### src/rtl/dma_chain.sv
// dma_chain: descriptor queue and sequencer for the DRAM DMA engine.
// The Z80 streams 9-byte descriptors in via cmd_wr. Each complete descriptor is
// queued, then replayed one byte per cycle onto the DMA engine's register strobes,
// launched, and waited on before the next one starts.
module dma_chain #(
  parameter int DEPTH = 4
) (
  input  logic                   clk,
  input  logic                   reset,
  input  logic                   cmd_wr,
  input  logic [7:0]             cmd_data,
  input  logic                   abort,
  input  logic                   hold,
  input  logic                   ovf_clr,
  input  logic                   dma_act,
  output logic [8:0]             dmaport_wr,
  output logic [7:0]             dma_zdata,
  output logic                   seq_own,
  output logic                   busy,
  output logic [$clog2(DEPTH):0] fifo_cnt,
  output logic                   full,
  output logic                   ovf,
  output logic                   desc_done,
  output logic                   chain_int
);

  localparam int PW = $clog2(DEPTH);
  localparam int CW = PW + 1;
  localparam logic [CW-1:0] CNT_FULL = CW'(DEPTH);

  typedef enum logic [1:0] {IDLE, LOAD, WAIT_ACT, WAIT_DONE} state_t;

  state_t          state_q, state_d;
  logic [3:0]      k_q, k_d;
  logic [1:0]      wait_q;
  logic [3:0]      byte_idx;
  logic [7:0][7:0] asm_q;
  logic [8:0][7:0] mem [DEPTH];
  logic [PW-1:0]   wr_ptr, rd_ptr;
  logic [CW-1:0]   cnt_d;
  logic            commit, push, pop, done;

  // Launch (ctrl, byte 8) goes last on bit 7; num (byte 7) uses bit 8.
  function automatic logic [8:0] strobe_of(input logic [3:0] k);
    case (k)
      4'd7:    strobe_of = 9'h100;
      4'd8:    strobe_of = 9'h080;
      default: strobe_of = 9'd1 << k;
    endcase
  endfunction

  assign commit  = cmd_wr && !abort && (byte_idx == 4'd8);
  assign push    = commit && !full;
  assign pop     = (state_q == LOAD) && (k_q == 4'd8) && !abort;
  assign done    = (state_q == WAIT_DONE) && !dma_act;

  assign full    = (fifo_cnt == CNT_FULL);
  assign busy    = (state_q != IDLE) || (fifo_cnt != '0);
  assign seq_own = (state_q == LOAD);

  // Queue occupancy after this cycle's abort/push/pop.
  always_comb begin
    cnt_d = fifo_cnt;
    if (abort)
      cnt_d = '0;
    else if (push && !pop)
      cnt_d = fifo_cnt + CW'(1);
    else if (pop && !push)
      cnt_d = fifo_cnt - CW'(1);
  end

  // Byte assembly, queue pointers, occupancy and the sticky overflow flag.
  always_ff @(posedge clk or posedge reset) begin
    if (reset) begin
      byte_idx <= '0;
      asm_q    <= '0;
      wr_ptr   <= '0;
      rd_ptr   <= '0;
      fifo_cnt <= '0;
      ovf      <= 1'b0;
    end else begin
      fifo_cnt <= cnt_d;
      if (abort) begin
        byte_idx <= '0;
        wr_ptr   <= '0;
        rd_ptr   <= '0;
      end else begin
        if (cmd_wr) begin
          if (byte_idx == 4'd8) begin
            byte_idx <= '0;
          end else begin
            asm_q[byte_idx[2:0]] <= cmd_data;
            byte_idx             <= byte_idx + 4'd1;
          end
        end
        if (push)
          wr_ptr <= wr_ptr + PW'(1);
        if (pop)
          rd_ptr <= rd_ptr + PW'(1);
      end
      if (commit && full)
        ovf <= 1'b1;
      else if (ovf_clr)
        ovf <= 1'b0;
    end
  end

  // Descriptor storage; the 9th byte is written straight from cmd_data.
  always_ff @(posedge clk) begin
    if (push)
      mem[wr_ptr] <= {cmd_data, asm_q};
  end

  // Sequencer next-state logic.
  always_comb begin
    state_d = state_q;
    k_d     = k_q;
    case (state_q)
      IDLE: begin
        if ((fifo_cnt != '0) && !dma_act && !hold && !abort) begin
          state_d = LOAD;
          k_d     = '0;
        end
      end
      LOAD: begin
        if (abort)
          state_d = IDLE;
        else if (k_q == 4'd8)
          state_d = WAIT_ACT;
        else
          k_d = k_q + 4'd1;
      end
      WAIT_ACT: begin
        if (dma_act || (wait_q == 2'd2))
          state_d = WAIT_DONE;
      end
      WAIT_DONE: begin
        if (!dma_act)
          state_d = IDLE;
      end
      default: state_d = IDLE;
    endcase
  end

  // State register and registered engine-side outputs. Strobes are computed from
  // the next state so each one lines up with the LOAD cycle that seq_own marks.
  always_ff @(posedge clk or posedge reset) begin
    if (reset) begin
      state_q    <= IDLE;
      k_q        <= '0;
      wait_q     <= '0;
      dmaport_wr <= '0;
      dma_zdata  <= '0;
      desc_done  <= 1'b0;
      chain_int  <= 1'b0;
    end else begin
      state_q    <= state_d;
      k_q        <= k_d;
      wait_q     <= (state_q == WAIT_ACT) ? wait_q + 2'd1 : '0;
      dmaport_wr <= '0;
      dma_zdata  <= '0;
      if (state_d == LOAD) begin
        dmaport_wr <= strobe_of(k_d);
        dma_zdata  <= mem[rd_ptr][k_d];
      end
      desc_done  <= done;
      chain_int  <= done && (cnt_d == '0);
    end
  end

endmodule

### config.mk
export PLATFORM = sky130hd
export DESIGN_NAME = dma_chain
export DESIGN_NICKNAME = d
export VERILOG_FILES = /design/src/rtl/dma_chain.sv
export SDC_FILE = /design/constraint.sdc
export NUM_CORES = 1
export LEC_CHECK = 0
export CAP_MARGIN = 25
export CORE_ASPECT_RATIO = 2
export CORE_UTILIZATION = 58
export CTS_BUF_LIST = sky130_fd_sc_hd__clkbuf_16
export CTS_CLUSTER_SIZE = 24
export DETAILED_ROUTE_END_ITERATION = 6
export PLACE_DENSITY = 0.76
export SETUP_SLACK_MARGIN = 0.4
export SKIP_LAST_GASP = 1
export SLEW_MARGIN = 20
export SYNTH_ARGS = -nofsm -noshare
export SYNTH_HDL_FRONTEND = slang
export SYNTH_SLANG_ARGS = --single-unit
### constraint.sdc
create_clock -name clk -period 5.2 [get_ports clk]
set_input_delay 1.56 -clock clk [delete_from_list [all_inputs] [get_ports clk]]
set_output_delay 1.56 -clock clk [all_outputs]
set_load 0.01 [all_outputs]
Word level (Yosys, flattened, before mapping)
Memory sizes are Yosys's and may differ from the RTL's.
Cells that the tools add are included.
- muxes and demuxes: 33
- add/sub/neg operators: 7
- order comparisons: 3
- bitwise logic cells: 2
- shift operators: 1
- reductions and logical operators: 31
- eq/ne operators: 10
- operators with widths (operator ; count):
    64-bit bitwise mux ; 1
    8-bit binary-select mux with 4-bit select ; 1
    8-bit demux with 3-bit select ; 1
    4-bit 2-to-1 mux ; 6
    8-bit 2-to-1 mux ; 3
    2-bit 2-to-1 mux ; 10
    9-bit one-hot mux with 2 select lines ; 1
    1-bit logical AND ; 14
    4-bit equality test, second input constant ; 3
    2-bit nonzero test ; 5
    3-bit 2-to-1 mux ; 3
    9-bit 2-to-1 mux ; 1
    1-bit by 4-bit left shift with 9-bit output, first input constant ; 1
    4-bit by 1-bit adder with 4-bit output, second input constant ; 2
    2-bit one-hot mux with 4 select lines ; 1
    4-bit one-hot mux with 2 select lines ; 1
    2-bit by 1-bit adder with 2-bit output, second input constant ; 3
    2-bit equality test, second input constant ; 3
    1-bit zero test ; 6
    4-bit by 5-bit less-than comparator with 1-bit output, second input constant ; 1
    2-bit by 1-bit equality test with 1-bit output, second input constant ; 2
    4-bit by 3-bit equality test with 1-bit output, second input constant ; 1
    3-bit by 4-bit less-than comparator with 1-bit output, second input constant ; 1
    1-bit 2-to-1 mux ; 4
    10 further kinds ; 12
- input port bits: 15
- logic and storage cells: 108
- register bits: 103
- output and inout bits: 26
- memories kept: 1
- bits in writable memories: 288
- memory list (name ; depth ; bits a word ; read ports ; clocked after Yosys merged registers in ; write ports ; RTL line ; source):
    mem ; 4 ; 72 ; 1 ; 0 ; 1 ; 38 ; logic [8:0][7:0] mem [DEPTH];

Logic depth before layout (Yosys ltp)
- word-level depth: 11
- mapped depth: 11

Worst setup path before layout
Ideal clock, no wire load.
- path type: input to register
- start point: input port cmd_wr
- end point: memory mem[0][0] (netlist name) (enable)
- library setup time: 0.438 ns
- path buffers: 2
- path slack: 0.786 ns
- arrival: 3.976 ns
- cell stages on the path: 5
- required time: 4.762 ns
- cells stage by stage: buf_2 > nor3b_2 > and3_1 > buf_2 > and2_1
- cells in the longest elaborated chain, start to end: 5
- ends and longest elaborated chain (element ; RTL line ; source):
    start, declared ; 10 ; input logic cmd_wr,
    1-bit logical AND (2 in series) ; 52 ; assign commit = cmd_wr && !abort && (byte_idx == 4'd8);
    1-bit logical AND ; 53 ; assign push = commit && !full;
    1-bit 2-to-1 mux ; 110 ; if (push)
    1-bit 2-to-1 mux (not written as such) ; 111 ; mem[wr_ptr] <= {cmd_data, asm_q};
    end, declared ; 38 ;
Every way passes these cells.

Worst setup path after layout
- start point: register fifo_cnt[1]
- end point: output port busy
- cells in the longest elaborated chain, start to end: 2
- ends and longest elaborated chain (element ; RTL line ; source):
    start, declared ; 20 ; output logic [$clog2(DEPTH):0] fifo_cnt,
    start signal, assigned ; 82 ; fifo_cnt <= cnt_d;
    3-bit nonzero test ; 58 ; assign busy = (state_q != IDLE) || (fifo_cnt != '0);
    1-bit logical OR ; 58 ;
    end, declared ; 19 ; output logic busy,
Every way passes these cells.

==> flow_metrics.env <==
export IMPL_synth_distinct_cells=53
export IMPL_crit_fanout=6
export IMPL_cts_hold_buffers_added=0
export IMPL_async_flop_share_pct=26.3
export IMPL_simple_gate_portion_of_the_synthesized_area_pct=4.18
export IMPL_fp_row_count=84
export IMPL_mappedNetlistNets=804
export IMPL_rsz0062_at_grt="false"
export IMPL_worst_ir_drop_vdd_v=0.000499
export IMPL_design_portCount=41
export IMPL_pwr_density_cell_nw_per_um2=384
export IMPL_post_synth_inst_count=777
export IMPL_grt_start_max_net_pins=68
export IMPL_synth_yosys_warnings=0
export IMPL_maximum_operating_frequency_mhz=262
export IMPL_holdCritPathClass="register to register"
export IMPL_clock_sinks=391
export IMPL_switching_share_pct=22.6
export IMPL_final_core_utilization_pct=66.5
export IMPL_post_route_non_filler_standard_cell_count=1209
export IMPL_critPathMaxStageDelay_ns=0.48
export IMPL_areaGrowthSynthToFinish_pct=13.2
export IMPL_clock_insertion_delay_worst_skew_ns=0.58
export IMPL_die_area_um2=27200
export IMPL_grt_pass1_wl_um=47900
export IMPL_wl_um=31900
export IMPL_core_um2=26200
export IMPL_drtPass1Iterations=5
export IMPL_clkSlewWorstSetupHoldPaths_ns=0.07
export IMPL_min_period_over_period_pct=73.3
export IMPL_finalSetupTns_ns=0
export IMPL_post_cts_resized_instances=0
export IMPL_synth_xor_xnor_area_share_pct=0.342
export IMPL_number_of_failing_setup_endpoints_in_the_final_timing_report=0
export IMPL_drt_wl_cell_um=26.3
export IMPL_power_leakage_nw=6.29
export IMPL_critPathArrivalTime_ns=2.25
export IMPL_switching_power_w=0.00151
export IMPL_numPortBuffers=40
export IMPL_period_needed_ns=3.81
export IMPL_viasPerCell=6.22
export IMPL_finalHoldWorstSlack_ns=0.437
export IMPL_nNetsFinal=869
export IMPL_clk_root_buffer_cell="clkbuf_16"
export IMPL_timing_max_transition_violations_final=0
export IMPL_cts_tree="yes"
export IMPL_critical_path_cell_chain="inv_1, ha_1, nand2b_1, or3_1, clkdlybuf4s50_1"
export IMPL_synthMuxAreaShare_pct=17.3
export IMPL_p_comb_share_pct=8.3
export IMPL_crit_buf_inv=2
export IMPL_layout_drive_gt1_share_pct=30.3
export IMPL_syn_mean_instance_area_um2=19.8
export IMPL_synth_top_area_share_pct=56.3
export IMPL_clock_tree_htree_level_count=1
export IMPL_die_h_um=232
export IMPL_numCtsBuffers=31
export IMPL_worst_margin_pin_slew_ns=0.943
export IMPL_synthMostInstantiatedCell="edfxtp_1"
export IMPL_start_util_pct=58.7
export IMPL_post_route_drc_count=0
export IMPL_hold_viol_final=0
export IMPL_grt_util_all_layers_pct=25.1
export IMPL_antenna_found_initial=0
export IMPL_max_cap_viol_count=0
export IMPL_place_hpwl_um=20200
export IMPL_pwr_share_clk_pct=37.5
export IMPL_dominantRegCellSynth="edfxtp_1"
export IMPL_vias_in_the_first_global_route=7858
export IMPL_ys_seq_elements=391
export IMPL_yosysSeqAreaShare_pct=73.0
export IMPL_synthAdderAreaFrac_pct=0.977
export IMPL_worst_slew_margin_rel_pct=37.1
export IMPL_synth_enable_flop_cells=288
export IMPL_cellInternalPower_w=0.00517
export IMPL_synth_compound_area_share_pct=2.56
export IMPL_mappedNetlistArea_um2=15400
export IMPL_clock_tree_buffer_depth=3
export IMPL_synthTopCellsByArea="edfxtp_1, dfrtp_1, mux4_2"
export IMPL_netlist_top_cell_by_area="edfxtp_1"
export IMPL_total_power_w=0.00668
export IMPL_detailedRoute_firstIterationViolations=467
export IMPL_worst_path_dominant_cell_family="buffers and inverters"
export IMPL_dieWidth_um=117
export IMPL_dr_total_vias=7514
export IMPL_global_route_overflow_total=0
export IMPL_post_place_cells=1152
export IMPL_worst_setup_path_end_kind="output pin"
export IMPL_cpMaxStageDelayCell="clkdlybuf4s50_1"
export IMPL_fin_worst_skew_ns=0.0113
export IMPL_synth_top_family_by_area="multiplexers"
export IMPL_detail_route_antenna_nets=0
export IMPL_p_seq_share_pct=54.3
export IMPL_critical_path_required_ns=3.64
export IMPL_run_status="finished clean"
export IMPL_worstSetupPathType="register to output pin"
export IMPL_globalplace_congestion=0.837
export IMPL_antenna_diode_count=0
export IMPL_cp_start_kind="register"
export IMPL_postCtsSetupBuffers=0
export IMPL_synth_top_cells_by_count="edfxtp_1, dfrtp_1, mux2_2, mux4_2, nor2_1"
-- logic make-up after synthesis --
group	count (synthesis)
compound gates	57
xor+xnor	6
fa+ha+maj	12
buf+inv	49
flops	391
mux	165
simple gates	97
-- state kept, by name, indices dropped and copies added (netlist names) --
register / cells
ovf: 1
desc_done: 1
byte_idx: 4
wait_q: 2
chain_int: 1
fifo_cnt: 3
dmaport_wr: 9
k_q: 4
rd_ptr: 2
asm_q: 64
dma_zdata: 8
state_q: 2
mem: 288
wr_ptr: 2
-- metrics by stage --
| stage | setup WS, ns | cell area [um2] |
|---|---|---|
| finish | 1.39 | 17400 |
| global route | 1.31 | 17400 |
| CTS | 1.38 | 17400 |
| detailed placement | 0.907 | 16300 |
| global placement | 1.04 | 16300 |
| floorplan | 0.786 | 15400 |
-- path summary, 6_finish.rpt --
path                       depth (start not counted)         from           end  slack (ns)
min                                                1    wait_q[0]     wait_q[0]        0.44
min reg2reg                                        1    wait_q[0]     wait_q[0]        0.44
min in group asynchronous                          2        reset     asm_q[35]        1.29
max                                                5  fifo_cnt[1]          busy        1.39
max in group asynchronous                          3        reset     rd_ptr[0]        3.30
max reg2reg                                        9       k_q[0]  dma_zdata[1]        2.37
-- per-layer routing --
layer,vias to the layer above,GRT usage [%],wire length [um]
met1,3964,29.7,11300
met2,235,43.8,17200
li1,3220,-,-
met4,0,13.4,1890
met3,95,3.47,1430
met5,-,0,0
-- cell usage in the layout (no fill, tap or decap), types with 4 or more instances in the layout --
cell type / synthesis / layout
clkdlybuf4s50_1: 0 / 40
nor3_1: 5 / 5
inv_1: 15 / 18
clkbuf_16: 0 / 31
clkinv_1: 2 / 7
buf_4: 2 / 18
bufinv_16: 0 / 7
edfxtp_1: 288 / 288
nor2b_1: 10 / 10
ha_1: 12 / 12
a21oi_1: 13 / 13
mux2_2: 90 / 90
nand2b_1: 4 / 4
o21ai_0: 15 / 15
buf_12: 0 / 4
nor2_1: 21 / 21
nand3_1: 9 / 9
nor4_2: 8 / 8
nand2_1: 12 / 12
and2_4: 0 / 4
a211oi_1: 8 / 8
dfrtp_1: 103 / 101
o22ai_1: 10 / 10
mux4_2: 72 / 72
xnor2_1: 5 / 5
-- area by class of cell --
cell class	count	area, um2
multi-input cells	337	3930
inverters	18	75.1
fillers	1653	8770
repair buffers	63	643
clock inverters	25	308
flip-flops and latches	391	11200
well taps	344	430
clock buffers	31	776
-- power by group through the flow --
stage / registers, W / logic [W] / clock network [W]
global placement: 0.00367 / 0.000522 / 0
detailed placement: 0.00369 / 0.000548 / 0
finish: 0.00362 / 0.000553 / 0.00250
global route: 0.00364 / 0.000593 / 0.00264
floorplan: 0.00364 / 0.000397 / 0
CTS: 0.00362 / 0.000551 / 0.00253
No activity file was read; power rests on OpenSTA's default activity.
